[src/rtl/conv_accum_if.sv]
// Bundle of the stream, memory and status signals of conv_accum_stage.
// slave is the stage side; master is the surrounding core/memory/sink side.
interface conv_accum_if #(
    parameter int unsigned DataWidth = 32,
    parameter int unsigned AddrWidth = 4
);
    logic                 bypass;
    logic [DataWidth-1:0] conv_in;
    logic                 conv_valid;
    logic                 accum_request;
    logic [DataWidth-1:0] accum_in;
    logic                 accum_valid;
    logic [DataWidth-1:0] result_out;
    logic                 result_valid;
    logic                 result_ready;
    logic [AddrWidth:0]   fifo_count;
    logic                 overflow_err;
    logic                 protocol_err;
    logic                 sat_flag;

    modport slave (
        input  bypass, conv_in, conv_valid, accum_in, accum_valid, result_ready,
        output accum_request, result_out, result_valid, fifo_count,
               overflow_err, protocol_err, sat_flag
    );

    modport master (
        output bypass, conv_in, conv_valid, accum_in, accum_valid, result_ready,
        input  accum_request, result_out, result_valid, fifo_count,
               overflow_err, protocol_err, sat_flag
    );
endinterface

[src/rtl/conv_accum_stage.sv]
// Partial-sum accumulation stage: buffers conv results, fetches matching partial
// sums from memory, adds them (optionally saturating) or bypasses, with backpressure.
module conv_accum_stage #(
    parameter int unsigned DataWidth = 32,
    parameter int unsigned FifoDepth = 16,
    parameter int unsigned AddrWidth = 4,
    parameter int unsigned Saturate  = 1
) (
    input logic        clk,
    input logic        rst,
    conv_accum_if.slave bus
);
    localparam int unsigned CountWidth = AddrWidth + 1;
    localparam int unsigned SumWidth   = DataWidth + 1;
    localparam bit          SatEn      = (Saturate != 0);

    logic [DataWidth-1:0]  mem [FifoDepth];
    logic [AddrWidth-1:0]  wr_ptr;
    logic [AddrWidth-1:0]  rd_ptr;
    logic [CountWidth-1:0] count;
    logic [DataWidth-1:0]  result_q;
    logic                  result_valid_q;
    logic                  overflow_q;
    logic                  protocol_q;
    logic                  sat_q;

    logic                  nonempty;
    logic                  full;
    logic                  free;
    logic                  request;
    logic                  pop;
    logic                  push;
    logic                  sum_ovf;
    logic [DataWidth-1:0]  head;
    logic [SumWidth-1:0]   sum_full;
    logic [DataWidth-1:0]  add_result;
    logic [DataWidth-1:0]  pop_value;

    assign head     = mem[rd_ptr];
    assign nonempty = (count != '0);
    assign full     = (count == CountWidth'(FifoDepth));
    assign free     = !result_valid_q || bus.result_ready;
    assign request  = !bus.bypass && nonempty && free;
    assign pop      = bus.bypass ? (nonempty && free) : (bus.accum_valid && request);
    assign push     = bus.conv_valid && (!full || pop);

    // Sign-extended add; overflow shows as disagreement of the top two sum bits.
    assign sum_full = {head[DataWidth-1], head} + {bus.accum_in[DataWidth-1], bus.accum_in};
    assign sum_ovf  = sum_full[DataWidth] ^ sum_full[DataWidth-1];

    always_comb begin
        add_result = sum_full[DataWidth-1:0];
        if (SatEn && sum_ovf) begin
            add_result = sum_full[DataWidth] ? {1'b1, {(DataWidth-1){1'b0}}}
                                             : {1'b0, {(DataWidth-1){1'b1}}};
        end
        pop_value = bus.bypass ? head : add_result;
    end

    // Storage array carries no reset; validity is tracked by the pointers and count.
    always_ff @(posedge clk) begin
        if (push) begin
            mem[wr_ptr] <= bus.conv_in;
        end
    end

    always_ff @(posedge clk or posedge rst) begin
        if (rst) begin
            wr_ptr <= '0;
            rd_ptr <= '0;
            count  <= '0;
        end else begin
            if (push) begin
                wr_ptr <= wr_ptr + AddrWidth'(1);
            end
            if (pop) begin
                rd_ptr <= rd_ptr + AddrWidth'(1);
            end
            case ({push, pop})
                2'b10:   count <= count + CountWidth'(1);
                2'b01:   count <= count - CountWidth'(1);
                default: count <= count;
            endcase
        end
    end

    always_ff @(posedge clk or posedge rst) begin
        if (rst) begin
            result_q       <= '0;
            result_valid_q <= 1'b0;
        end else if (pop) begin
            result_q       <= pop_value;
            result_valid_q <= 1'b1;
        end else if (result_valid_q && bus.result_ready) begin
            result_valid_q <= 1'b0;
        end
    end

    // Sticky error and saturation flags, cleared only by reset.
    always_ff @(posedge clk or posedge rst) begin
        if (rst) begin
            overflow_q <= 1'b0;
            protocol_q <= 1'b0;
            sat_q      <= 1'b0;
        end else begin
            if (bus.conv_valid && !push) begin
                overflow_q <= 1'b1;
            end
            if (bus.accum_valid && !request) begin
                protocol_q <= 1'b1;
            end
            if (SatEn && pop && !bus.bypass && sum_ovf) begin
                sat_q <= 1'b1;
            end
        end
    end

    assign bus.accum_request = request;
    assign bus.result_out    = result_q;
    assign bus.result_valid  = result_valid_q;
    assign bus.fifo_count    = count;
    assign bus.overflow_err  = overflow_q;
    assign bus.protocol_err  = protocol_q;
    assign bus.sat_flag      = sat_q;
endmodule

[src/flat_wrapper.sv]
// flat-port wrapper written by rule: the top's interface ports become plain ports
module conv_accum_stage_flat 
#(
    parameter int unsigned DataWidth = 32,
    parameter int unsigned FifoDepth = 16,
    parameter int unsigned AddrWidth = 4,
    parameter int unsigned Saturate  = 1
)
  (clk, rst, bus_bypass, bus_conv_in, bus_conv_valid, bus_accum_in, bus_accum_valid, bus_result_ready, bus_accum_request, bus_result_out, bus_result_valid, bus_fifo_count, bus_overflow_err, bus_protocol_err, bus_sat_flag);
  conv_accum_if #(.DataWidth(DataWidth), .AddrWidth(AddrWidth)) bus_i ();
  input logic clk;
  input logic rst;
  input wire logic [$bits(bus_i.bypass)-1:0] bus_bypass;
  input wire logic [$bits(bus_i.conv_in)-1:0] bus_conv_in;
  input wire logic [$bits(bus_i.conv_valid)-1:0] bus_conv_valid;
  input wire logic [$bits(bus_i.accum_in)-1:0] bus_accum_in;
  input wire logic [$bits(bus_i.accum_valid)-1:0] bus_accum_valid;
  input wire logic [$bits(bus_i.result_ready)-1:0] bus_result_ready;
  output wire logic [$bits(bus_i.accum_request)-1:0] bus_accum_request;
  output wire logic [$bits(bus_i.result_out)-1:0] bus_result_out;
  output wire logic [$bits(bus_i.result_valid)-1:0] bus_result_valid;
  output wire logic [$bits(bus_i.fifo_count)-1:0] bus_fifo_count;
  output wire logic [$bits(bus_i.overflow_err)-1:0] bus_overflow_err;
  output wire logic [$bits(bus_i.protocol_err)-1:0] bus_protocol_err;
  output wire logic [$bits(bus_i.sat_flag)-1:0] bus_sat_flag;
  assign bus_i.bypass = bus_bypass;
  assign bus_i.conv_in = bus_conv_in;
  assign bus_i.conv_valid = bus_conv_valid;
  assign bus_i.accum_in = bus_accum_in;
  assign bus_i.accum_valid = bus_accum_valid;
  assign bus_i.result_ready = bus_result_ready;
  assign bus_accum_request = bus_i.accum_request;
  assign bus_result_out = bus_i.result_out;
  assign bus_result_valid = bus_i.result_valid;
  assign bus_fifo_count = bus_i.fifo_count;
  assign bus_overflow_err = bus_i.overflow_err;
  assign bus_protocol_err = bus_i.protocol_err;
  assign bus_sat_flag = bus_i.sat_flag;
  conv_accum_stage #(.DataWidth(DataWidth), .FifoDepth(FifoDepth), .AddrWidth(AddrWidth), .Saturate(Saturate)) u_core (.clk(clk), .rst(rst), .bus(bus_i));
endmodule
[config.mk]
export PLATFORM = sky130hd
export DESIGN_NAME = conv_accum_stage_flat
export DESIGN_NICKNAME = d
export VERILOG_FILES = /design/src/rtl/conv_accum_if.sv /design/src/rtl/conv_accum_stage.sv /design/src/flat_wrapper.sv
export SDC_FILE = /design/constraint.sdc
export NUM_CORES = 1
export LEC_CHECK = 0
export CAP_MARGIN = 20
export CORE_MARGIN = 2
export CORE_UTILIZATION = 40
export CTS_CLUSTER_DIAMETER = 200
export DETAILED_ROUTE_END_ITERATION = 6
export GPL_TIMING_DRIVEN = 1
export MAX_ROUTING_LAYER = met4
export PLACE_DENSITY_LB_ADDON = 0.05
export RECOVER_POWER = 25
export SLEW_MARGIN = 10
export SYNTH_ARGS = -nofsm -noshare
export SYNTH_HDL_FRONTEND = slang
export SYNTH_SLANG_ARGS = --single-unit
[constraint.sdc]
create_clock -name clk -period 7.5 [get_ports clk]
set_clock_uncertainty 0.15 [all_clocks]
set_input_delay 1.125 -clock clk [delete_from_list [all_inputs] [get_ports clk]]
set_output_delay 1.125 -clock clk [all_outputs]
set_load 0.01 [all_outputs]
; Word-level counts from Yosys, hierarchy flattened
; Memories as Yosys holds them, arrays and structs flattened.
; Index checks and enable logic that the tools add are counted.
[word_totals]
ff_bits = 49
latchBits = 0
mem_bits_rw = 512
romBits = 0
input_bits = 70
output_inout_bits = 42
elab_cells = 47
n_memories = 1
[memory_table]
columns = name, depth, width, read_ports, rd_ports_with_merged_regs, write_ports, line_no
row1 = u_core.mem, 16, 32, 1, 0, 1, conv_accum_stage.sv:17  ; logic [DataWidth-1:0] mem [FifoDepth];
[op_classes]
n_addsub = 5
mul = 0
div_mod_pow = 0
n_lt_le_gt_ge = 0
eq_ne = 3
shift = 0
mux = 9
n_bitwise = 1
n_reduce_logical = 20
[op_table]
columns = operator, count
row1 = $mux 32, 3
row2 = $add 32x32->33, 1
row3 = $logic_and 1x1->1, 10
row4 = $pmux 5 s2, 1
row5 = $add 4x1->4 const B, 2
row6 = $add 5x1->5 const B, 1
row7 = $eq 5x5->1 const B, 1
row8 = $logic_not 1->1, 5
row9 = $mux 1, 5
row10 = $reduce_bool 5->1, 1
row11 = $sub 5x1->5 const B, 1
row12 = $reduce_bool 2->1, 2
row13 = $eq 2x1->1 const B, 1
row14 = $eq 2x2->1 const B, 1
row15 = $logic_or 1x1->1, 2
row16 = $xor 1x1->1, 1

; Depth between registers and ports, before layout
; Gate-level depths: netlist of run 1.
[logic_depth]
depth_word = 9
depth_mapped = 18
ltp_nobuf = 14

; Worst setup path before layout of run 1
; No wires, ideal clock.
[synth_timing]
path_type = input port to flip-flop
startpoint = input port bus_bypass
endpoint = memory u_core.mem[0][0] (enable)
setup_ns = 0.501
arrival_time_ns = 5.049
path_slack_ns = 1.800
stages = 5
cell_sequence = clkbuf_1 > nor2_1 > nor2_1 > o21ai_1 > nor4_1
[synth_between]
elab_chain_cells = 9
[synth_rtl]
columns = element, line_no
row1 = "start, declared", flat_wrapper.sv:13  ; input wire logic [$bits(bus_i.bypass)-1:0] bus_bypass;
row2 = $logic_not 1->1, conv_accum_stage.sv:43  ; assign request = !bus.bypass && nonempty && free;
row3 = $logic_and 1x1->1 (2 in a row), conv_accum_stage.sv:43
row4 = $logic_and 1x1->1, conv_accum_stage.sv:44  ; assign pop = bus.bypass ? (nonempty && free) : (bus.accum_valid && request);
row5 = $mux 1 (*), conv_accum_stage.sv:44
row6 = $logic_or 1x1->1 (*), conv_accum_stage.sv:45  ; assign push = bus.conv_valid && (!full || pop);
row7 = $logic_and 1x1->1 (*), conv_accum_stage.sv:45
row8 = $mux 1 (*), conv_accum_stage.sv:62  ; if (push) begin
row9 = $mux 1 (implied by the code) (*), conv_accum_stage.sv:63  ; mem[wr_ptr] <= bus.conv_in;
row10 = "end, declared", conv_accum_stage.sv:17
; Every way passes the cells marked *; elsewhere a longest branch is shown, timed or not.

; Worst setup path after layout of run 1
[layout_timing]
startpoint = register u_core.rd_ptr[0]
endpoint = register u_core.result_q[21] (netlist: u_core.bus.result_out[21])
[layout_between]
elab_chain_cells = 5
elab_cells_between_ends = 6
[layout_rtl]
columns = element, line_no
row1 = "start, declared", conv_accum_stage.sv:19  ; logic [AddrWidth-1:0] rd_ptr;
row2 = "start signal, assigned", conv_accum_stage.sv:77  ; rd_ptr <= rd_ptr + AddrWidth'(1);
row3 = $mem_v2 16x32 (*), -
row4 = $add 32x32->33, conv_accum_stage.sv:48  ; assign sum_full = {head[DataWidth-1], head} + {bus.accum_in[DataWidth-1], bus.accum_in};
row5 = $mux 32 or $xor 1x1->1 (tied branches), "conv_accum_stage.sv:54, conv_accum_stage.sv:49"
row6 = $mux 32, conv_accum_stage.sv:53  ; if (SatEn && sum_ovf) begin
row7 = $mux 32 (*), conv_accum_stage.sv:57  ; pop_value = bus.bypass ? head : add_result;
row8 = "end signal, assigned", conv_accum_stage.sv:92  ; result_q <= pop_value;
row9 = "end, declared", conv_accum_stage.sv:21  ; logic [DataWidth-1:0] result_q;
; Marked as above.
; A chain may end at the register's enable or synchronous reset.

==> impl_results.rst, run 1 <==
.. list-table::
   :header-rows: 1

   * - Metric
     - Value
   * - Crit path required time
     - 7.80 ns
   * - FF-to-FF Start
     - u_core.rd_ptr[0]$_DFFE_PP0P_
   * - Run status
     - finished with violations
   * - Number of vias per cell after detailed routing
     - 5.58
   * - Starting density of the core
     - 0.406
   * - Post-layout minimum cycle time
     - 5.74 ns
   * - Highest Signal Layer
     - met4
   * - Wire length of the first global-routing pass
     - 88600 microns
   * - Number of primary I/O pins
     - 112
   * - H-tree Lvls
     - 2
   * - Area of the core
     - 0.0579 sq mm
   * - Yosys synthesis warning count
     - 0
   * - Starting DRT DRC Count
     - 1081
   * - Max Fanout on Critical Path
     - 31
   * - Resized Gates After CTS
     - 0
   * - Worst Path Class, Setup
     - reg2reg
   * - Nature of the critical path startpoint
     - flip-flop
   * - Final Cycle Share
     - 0.765
   * - Non-Filler Instances
     - 2189
   * - Slew headroom
     - -1.08
   * - Count of state elements after synthesis
     - 561
   * - DRC violations left
     - 0
   * - Crit path from
     - u_core.rd_ptr[0]$_DFFE_PP0P_
   * - Global-route total usage across every layer
     - 0.210
   * - Filler cell count
     - 4955
   * - Detailed route wirelength on metal3
     - 3500 microns
   * - Violations in the final reports
     - max-capacitance violations, max-slew violations
   * - Peak supply drop
     - 0.197 mV
   * - Post-synthesis cell count
     - 1235
   * - Sum of routed wire length over all layers
     - 61000 microns
   * - Post-synthesis cell type count
     - 67
   * - Cell Area, Placed
     - 0.0257 sq mm
   * - Last weighted congestion value of the routability-driven placer
     - 0.901
   * - Async set-reset flop share out of synthesis
     - 0.0873
   * - Endpoints failing setup
     - 0
   * - Setup repair after global routing missed its margin
     - no
   * - Overall die area
     - 0.0607 sq mm
   * - Area contributors post-synth
     - sky130_fd_sc_hd__edfxtp_1 (65%), sky130_fd_sc_hd__mux4_2 (15%), sky130_fd_sc_hd__dfrtp_1 (5.2%)
   * - Post-CTS setup buffer count
     - 0
   * - Number of buffers on the longest clock path
     - 3
   * - Y dimension of the die
     - 246 microns
   * - Synth Flop Type
     - sky130_fd_sc_hd__edfxtp_1
   * - Overall die width
     - 246 microns
   * - Syn_nets
     - 1347
   * - Net count, final
     - 1489
   * - Final count of hold timing violations
     - 0
   * - Largest delay contributor family on the critical path
     - compound AO/OA/AOI/OAI gates
   * - Total non-filler cell area in the finished layout
     - 0.0275 sq mm
   * - Clk_lat worst skew
     - 0.62 ns
   * - Area of the multi-input gates
     - 0.00663 sq mm
   * - Final-layout setup total negative slack
     - 0 ns
   * - Slowest cell on the critical path
     - sky130_fd_sc_hd__nor2_4
   * - Sink count of the clock tree
     - 561
   * - Count of flip-flops with a built-in enable after synthesis
     - 512
   * - Register Area
     - 0.0166 sq mm
   * - Overflow left after global routing
     - 0
   * - F_max
     - 174 MHz
   * - Area of the mapped netlist
     - 0.0235 sq mm
   * - Top-area cell type share of the netlist area
     - 0.655
   * - CTS Buf Count
     - 59
   * - Post-cts hold buffer count
     - 0
   * - Antenna violations before repair
     - 6
   * - WP buf/inv
     - 2
   * - Max-cap violations
     - 1
   * - Placed cells
     - 2081
   * - Fraction of layout cells with a size suffix above 1
     - 0.224
   * - Worst-margin pin slew
     - 3.12 ns
   * - Delay of the slowest cell on the worst path
     - 0.84 ns
   * - Routed metal-1 wire length
     - 26600 microns
   * - Chain of cells forming the critical path
     - buf_12 -> buf_12 -> mux4_2 -> mux4_2 -> ha_1 -> a21oi_1 -> nand4b_1 -> a21oi_2 -> a211oi_1 -> a21boi_0 -> o221ai_2 -> nor2_4 -> a21oi_1
   * - Data arrival time of the critical path
     - 6.04 ns
   * - Largest net degree at the start of global routing
     - 50
   * - End-of-flow core utilization
     - 0.475
   * - Average wire per cell in the routed design
     - 27.9 microns
   * - Leakage power summed over all cells
     - 0.00898 uW
   * - Total number of placement rows
     - 88
   * - Power per standard cell area
     - 437 mW/mm^2
   * - WL met2
     - 29700 microns
   * - Signed area change from the synthesized netlist to the final layout
     - 17.0%
   * - Clock Root Buffer
     - sky130_fd_sc_hd__clkbuf_16
   * - Vias in the first global route
     - 12.8k
   * - Class of the most critical hold timing path
     - reg2reg
   * - Clk slew on worst S/H paths
     - 0.06 ns
   * - Drt first pass iters
     - 5
   * - Max-slew violations
     - 50
   * - TritonCTS clock tree
     - built
   * - DRT antenna net count
     - 0
   * - Hold Startpoint
     - u_core.bus.sat_flag$_DFFE_PP0P_
   * - Detail Placement HPWL
     - 36300 microns
   * - Type of element capturing the critical path
     - flip-flop
   * - Cell taking the most area after synthesis
     - sky130_fd_sc_hd__edfxtp_1
   * - Syn Area/Cell
     - 19.0 sq um
   * - Total via count in the routed design
     - 12.2k
   * - Part of the Yosys area used for sequential elements
     - 0.707
   * - Count of buffers inserted at the top-level ports
     - 111
## path summary, 6_finish.rpt
| kind | endpoint | slack (ns) | depth (start not counted) |
|---|---|---|---|
| hold / removal | u_core.bus.sat_flag$_DFFE_PP0P_ | 0.31 | 2 |
| setup reg to reg | u_core.bus.result_out[21]$_DFFE_PP0P_ | 1.76 | 13 |
| setup / recovery | u_core.bus.result_out[21]$_DFFE_PP0P_ | 1.76 | 13 |
| hold reg to reg | u_core.bus.sat_flag$_DFFE_PP0P_ | 0.31 | 2 |
| min in group asynchronous | u_core.bus.fifo_count[4]$_DFFE_PP0P_ | 1.99 | 3 |
| max in group asynchronous | u_core.rd_ptr[1]$_DFFE_PP0P_ | 3.00 | 3 |
## cells by family (layout without fill, tap and decap cells)
kind of cell               Yosys count  after routing  share of synthesized area
muxes                              163            163                      0.155
adders and majority gates           42             42                     0.0230
and+or+nand+nor                    158            158                     0.0319
other                                0              3                          0
buffers and inverters               86            272                     0.0152
AOI/OAI and AO/OA                  190            190                     0.0553
xor gates and xnor gates            35             35                     0.0130
DFF                                561            561                      0.707
## routing by layer
layer,vias up,global-route usage
met5,-,-
met4,0,0.0501
met2,305,0.332
li1,5356,-
met3,72,0.0410
met1,6490,0.283
## cell usage in the layout (no fill, tap or decap), drive strengths merged, types with 3 or more instances in the layout
| cell | instances |
|---|---|
| nor3b | 3 |
| a21boi | 3 |
| clkbuf | 78 |
| nor2b | 4 |
| inv | 28 |
| a31oi | 5 |
| o22ai | 27 |
| nor3 | 5 |
| o21bai | 3 |
| a21oi | 67 |
| dlygate4sd3 | 20 |
| and2 | 10 |
| clkdlybuf4s50 | 91 |
| bufinv | 4 |
| nand2 | 63 |
| nand4 | 5 |
| o31ai | 3 |
| and3 | 3 |
| a21o | 13 |
| o21a | 5 |
| nor4 | 5 |
| nand3 | 5 |
| a211oi | 4 |
| buf | 27 |
| dfrtp | 49 |
| xnor2 | 25 |
| diode | 3 |
| o211ai | 4 |
| clkinv | 24 |
| ha | 40 |
| mux4 | 160 |
| or2 | 3 |
| a211o | 3 |
| o21ai | 29 |
| nand2b | 9 |
| xor2 | 10 |
| edfxtp | 512 |
| nor2 | 37 |
## power by group
part | internal (uW) | switching, uW
logic | 2240 | 2840
registers | 3830 | 323
clock network | 1590 | 1190
total | 7660 | 4350
## state kept, by name, indices dropped and copies added (netlist names)
register / count
u_core.rd_ptr: 4
u_core.bus.result_valid: 1
u_core.bus.protocol_err: 1
u_core.mem: 512
u_core.bus.overflow_err: 1
u_core.bus.fifo_count: 5
u_core.bus.result_out: 32
u_core.bus.sat_flag: 1
u_core.wr_ptr: 4
## through the flow
| step | setup slack (ns) | power [uW] | hold slack (ns) |
|---|---|---|---|
| 2_1_floorplan | 1.80 | 7650 | 0.353 |
| 3_3_place_gp | 1.64 | 9360 | 0.302 |
| 3_5_place_dp | 1.62 | 9360 | 0.304 |
| 4_1_cts | 1.63 | 12200 | 0.318 |
| 6_report | 1.76 | 12000 | 0.309 |
| 5_1_grt | 1.24 | 12700 | 0.349 |
## cells in the mapped netlist, types with 9 or more instances
library cell,count
sky130_fd_sc_hd__xnor2_1,25
sky130_fd_sc_hd__inv_1,28
sky130_fd_sc_hd__buf_2,16
sky130_fd_sc_hd__dfrtp_1,49
sky130_fd_sc_hd__o22ai_1,27
sky130_fd_sc_hd__nor2_1,36
sky130_fd_sc_hd__o21ai_0,24
sky130_fd_sc_hd__a21oi_2,23
sky130_fd_sc_hd__edfxtp_1,512
sky130_fd_sc_hd__mux4_2,160
sky130_fd_sc_hd__xor2_1,10
sky130_fd_sc_hd__and2_1,10
sky130_fd_sc_hd__a21o_1,13
sky130_fd_sc_hd__nand2_1,63
sky130_fd_sc_hd__ha_1,40
sky130_fd_sc_hd__clkbuf_1,35
sky130_fd_sc_hd__nand2b_1,9
sky130_fd_sc_hd__a21oi_1,44
## worst reg2reg max path, stage by stage (launching register included)
cell	delay (ns)
sky130_fd_sc_hd__dfrtp_4	0.79
sky130_fd_sc_hd__buf_12	0.34
sky130_fd_sc_hd__buf_12	0.35
sky130_fd_sc_hd__mux4_2	0.56
sky130_fd_sc_hd__mux4_2	0.55
sky130_fd_sc_hd__ha_1	0.39
sky130_fd_sc_hd__a21oi_1	0.25
sky130_fd_sc_hd__nand4b_1	0.14
sky130_fd_sc_hd__a21oi_2	0.36
sky130_fd_sc_hd__a211oi_1	0.20
sky130_fd_sc_hd__a21boi_0	0.27
sky130_fd_sc_hd__o221ai_2	0.23
sky130_fd_sc_hd__nor2_4	0.84
sky130_fd_sc_hd__a21oi_1	0.15
## layout make-up
| class | count | share of cell area |
|---|---|---|
| Clock buffer | 77 | 0.0570 |
| Sequential cell | 561 | 0.604 |
| Clock inverter | 28 | 0.00874 |
| Tap cell | 765 | 0.0348 |
| Inverter | 28 | 0.00382 |
| Timing Repair Buffer | 139 | 0.0498 |
| Antenna cell | 3 | 0.000273 |
| Multi-Input combinational cell | 588 | 0.241 |
No activity file was read; power rests on OpenSTA's default activity.
==> run 2: changes to the inputs <==
==> constraint.sdc (replaced) <==
create_clock -name clk -period 4.98 [get_ports clk]
set_clock_uncertainty 0.15 [all_clocks]
set_input_delay 0.747 -clock clk [delete_from_list [all_inputs] [get_ports clk]]
set_output_delay 0.747 -clock clk [all_outputs]
set_load 0.01 [all_outputs]
==> impl_results.rst, run 2 (synthesized netlist as in run 1, its figures left out) <==
.. list-table::
   :header-rows: 1

   * - Metric
     - Value
   * - Run status
     - finished, final reports clean
   * - Largest net degree at the start of global routing
     - 58 (+16%)
   * - Post-CTS setup buffer count
     - 0 (unchanged)
   * - Overflow left after global routing
     - 0 (unchanged)
   * - Clock Root Buffer
     - sky130_fd_sc_hd__clkbuf_16
   * - Worst-margin pin slew
     - 1.02 ns (-2.10 ns)
   * - Top reg by flops
     - u_core.mem
   * - Last weighted congestion value of the routability-driven placer
     - 0.869 (-3.5%)
   * - Detail Placement HPWL
     - 38500 microns (+6.0%)
   * - Number of primary I/O pins
     - 112 (unchanged)
   * - Max Fanout on Critical Path
     - 38 (+23%)
   * - Sink count of the clock tree
     - 561 (unchanged)
   * - H-tree Lvls
     - 2 (unchanged)
   * - Chain of cells forming the critical path
     - buf_12 -> mux4_2 -> mux4_2 -> ha_1 -> a21oi_1 -> o21ai_0 -> nand2_1 -> nand4bb_1 -> a31oi_1 -> a21boi_0 -> o221ai_4 -> nor2_4 -> buf_12 -> a21oi_1
   * - Area of the core
     - 0.0579 sq mm (unchanged)
   * - Slew headroom
     - 0.319 (+1.40)
   * - Cell Area, Placed
     - 0.0262 sq mm (+2.2%)
   * - Vias in the first global route
     - 13.0k (+2.0%)
   * - Net count, final
     - 1537 (+3.2%)
   * - Slack of the critical path
     - 0.262 ns (-1.50 ns)
   * - Max-cap violations
     - 0 (-1)
   * - Delay of the slowest cell on the worst path
     - 0.57 ns (-0.27 ns)
   * - Number of flip-flops under the largest register name
     - 512 (unchanged)
   * - Number of buffers on the longest clock path
     - 3 (unchanged)
   * - Overall die width
     - 246 microns (unchanged)
   * - Clk slew on worst S/H paths
     - 0.07 ns (about the same)
   * - Final Cycle Share
     - 0.947 (+0.183)
   * - WL met2
     - 29800 microns (+0.52%)
   * - Average wire per cell in the routed design
     - 27.5 microns (-1.2%)
   * - F_max
     - 212 MHz (+22%)
   * - DRC violations left
     - 0 (unchanged)
   * - Wire length of the first global-routing pass
     - 89400 microns (+0.97%)
   * - Highest Signal Layer
     - met4
   * - TritonCTS clock tree
     - built
   * - Register Area
     - 0.0166 sq mm (unchanged)
   * - Total via count in the routed design
     - 12.5k (+2.4%)
   * - Nature of the critical path startpoint
     - flip-flop
   * - Filler cell count
     - 4869 (-1.7%)
   * - Area of the multi-input gates
     - 0.00664 sq mm (+0.21%)
   * - Total number of placement rows
     - 88 (unchanged)
   * - Fraction of layout cells with a size suffix above 1
     - 0.262 (+0.0384)
   * - Starting DRT DRC Count
     - 987 (-8.7%)
   * - Sum of routed wire length over all layers
     - 61700 microns (+1.2%)
   * - Antenna violations before repair
     - 2 (-4)
   * - CTS Buf Count
     - 59 (unchanged)
   * - DRT antenna net count
     - 0 (unchanged)
   * - WP buf/inv
     - 2 (unchanged)
   * - Power per standard cell area
     - 661 mW/mm^2 (+51%)
   * - Most frequent cells in the layout
     - sky130_fd_sc_hd__edfxtp_1 (512), sky130_fd_sc_hd__mux4_2 (160), sky130_fd_sc_hd__clkdlybuf4s50_1 (91)
   * - Leakage power summed over all cells
     - 0.00932 uW (+3.8%)
   * - Overall die area
     - 0.0607 sq mm (unchanged)
   * - Data arrival time of the critical path
     - 5.08 ns (-0.96 ns)
   * - Worst Path Class, Setup
     - reg2reg
   * - Y dimension of the die
     - 246 microns (unchanged)
   * - Total non-filler cell area in the finished layout
     - 0.0281 sq mm (+2.4%)
   * - Type of element capturing the critical path
     - flip-flop
   * - Clk_lat worst skew
     - 0.64 ns (+0.02 ns)
   * - Max-slew violations
     - 0 (-100%)
   * - Slowest cell on the critical path
     - sky130_fd_sc_hd__mux4_2
   * - Largest delay contributor family on the critical path
     - compound AO/OA/AOI/OAI gates
   * - Post-cts hold buffer count
     - 0 (unchanged)
   * - Number of vias per cell after detailed routing
     - 5.58 (-0.11%)
   * - Count of buffers inserted at the top-level ports
     - 111 (unchanged)
   * - Crit path required time
     - 5.35 ns (-2.45 ns)
   * - Peak supply drop
     - 0.319 mV (+62%)
   * - Signed area change from the synthesized netlist to the final layout
     - 19.8%
   * - Detailed route wirelength on metal3
     - 3190 microns (-8.7%)
   * - Leading cell type in the layout, fill and taps excluded
     - sky130_fd_sc_hd__edfxtp_1
   * - Final count of hold timing violations
     - 0 (unchanged)
   * - Class of the most critical hold timing path
     - reg2reg
   * - Global-route total usage across every layer
     - 0.212 (+0.00222)
   * - Starting density of the core
     - 0.406 (unchanged)
   * - Post-layout minimum cycle time
     - 4.72 ns (-1.02 ns)
   * - Post-place setup slack
     - 0.225 ns (-1.40 ns)
   * - Drt first pass iters
     - 7 (+2)
   * - Routed metal-1 wire length
     - 27600 microns (+3.4%)
   * - Endpoints failing setup
     - 0 (unchanged)
==> run 2: cell count changes in the layout (fill, tap and decap cells not counted), sizes merged <==
cell and delta:
buf +49, inv +3, bufinv -3, clkinvlp +7, clkinv +5, clkbuf -6
diode -1
==> run 2: worst reg2reg max path, cell delays in order (launching register included) <==
cell and delay [ns]:
sky130_fd_sc_hd__dfrtp_4 0.47, sky130_fd_sc_hd__buf_12 0.30, sky130_fd_sc_hd__mux4_2 0.61, sky130_fd_sc_hd__mux4_2 0.57
sky130_fd_sc_hd__ha_1 0.37, sky130_fd_sc_hd__a21oi_1 0.22, sky130_fd_sc_hd__o21ai_0 0.17, sky130_fd_sc_hd__nand2_1 0.16
sky130_fd_sc_hd__nand4bb_1 0.15, sky130_fd_sc_hd__a31oi_1 0.33, sky130_fd_sc_hd__a21boi_0 0.39, sky130_fd_sc_hd__o221ai_4 0.24
sky130_fd_sc_hd__nor2_4 0.22, sky130_fd_sc_hd__buf_12 0.18, sky130_fd_sc_hd__a21oi_1 0.09
==> run 2: stage by stage <==
step	hold WS (ns)	setup TNS (ns)	std cells	total power [uW]	util
floorplan	0.353	-43.84	1235	11500	-
CTS	0.322	0	2241	18800	0.486
global route	0.348	-0.131	2243	19600	0.486
detailed placement	0.306	0	2129	14500	0.453
global placement	0.301	0	2129	14500	0.453
finish	0.316	0	2243	18600	0.486
==> run 2: per-layer routing <==
metal | vias to the layer above | global-route usage
li1 | 5474 | -
met1 | 6660 | 0.285
met2 | 297 | 0.337
met3 | 80 | 0.0398
met4 | 0 | 0.0500
met5 | - | -
==> run 2: layout make-up <==
| type | instances | area share |
|---|---|---|
| Antenna cell | 2 | 0.000178 |
| Clock buffer | 72 | 0.0570 |
| Clock inverter | 40 | 0.00969 |
| Inverter | 28 | 0.00373 |
| Multi-Input combinational cell | 588 | 0.236 |
| Sequential cell | 561 | 0.590 |
| Tap cell | 765 | 0.0340 |
| Timing Repair Buffer | 187 | 0.0691 |
==> run 2: final timing paths <==
kind / from / end / slack (ns) / cells past startpoint
min reg2reg: u_core.bus.sat_flag$_DFFE_PP0P_ / u_core.bus.sat_flag$_DFFE_PP0P_ / 0.32 / 2
max in group asynchronous: rst / u_core.bus.result_out[1]$_DFFE_PP0P_ / 3.01 / 3
min: u_core.bus.sat_flag$_DFFE_PP0P_ / u_core.bus.sat_flag$_DFFE_PP0P_ / 0.32 / 2
max reg2reg: u_core.rd_ptr[0]$_DFFE_PP0P_ / u_core.bus.result_out[17]$_DFFE_PP0P_ / 0.26 / 14
max: u_core.rd_ptr[0]$_DFFE_PP0P_ / u_core.bus.result_out[17]$_DFFE_PP0P_ / 0.26 / 14
min in group asynchronous: rst / u_core.bus.result_out[19]$_DFFE_PP0P_ / 0.65 / 2
==> run 2: what timing repair did <==
item	4_1_cts	5_1_grt
endpoints found under the hold margin	0	0
setup endpoints to repair	0	18
gates resized for setup	0	3
==> run 2: power breakdown <==
group | internal [uW] | total [uW] | switching, uW
sequential | 5760 | 6090 | 329
clock | 2350 | 4230 | 1870
combinational | 3730 | 8270 | 4540
total | 11800 | 18600 | 6740
==> run 3: changes to the inputs <==
--- a/config.mk
+++ b/config.mk
@@ -10,11 +10,11 @@
 export CORE_UTILIZATION = 40
 export CTS_CLUSTER_DIAMETER = 200
 export DETAILED_ROUTE_END_ITERATION = 6
+export GPL_ROUTABILITY_DRIVEN = 1
 export GPL_TIMING_DRIVEN = 1
 export MAX_ROUTING_LAYER = met4
 export PLACE_DENSITY_LB_ADDON = 0.05
 export RECOVER_POWER = 25
-export SLEW_MARGIN = 10
 export SYNTH_ARGS = -nofsm -noshare
 export SYNTH_HDL_FRONTEND = slang
 export SYNTH_SLANG_ARGS = --single-unit
==> results of run 3 <==
Final layout, timing and power as in run 2 (identical DEF).
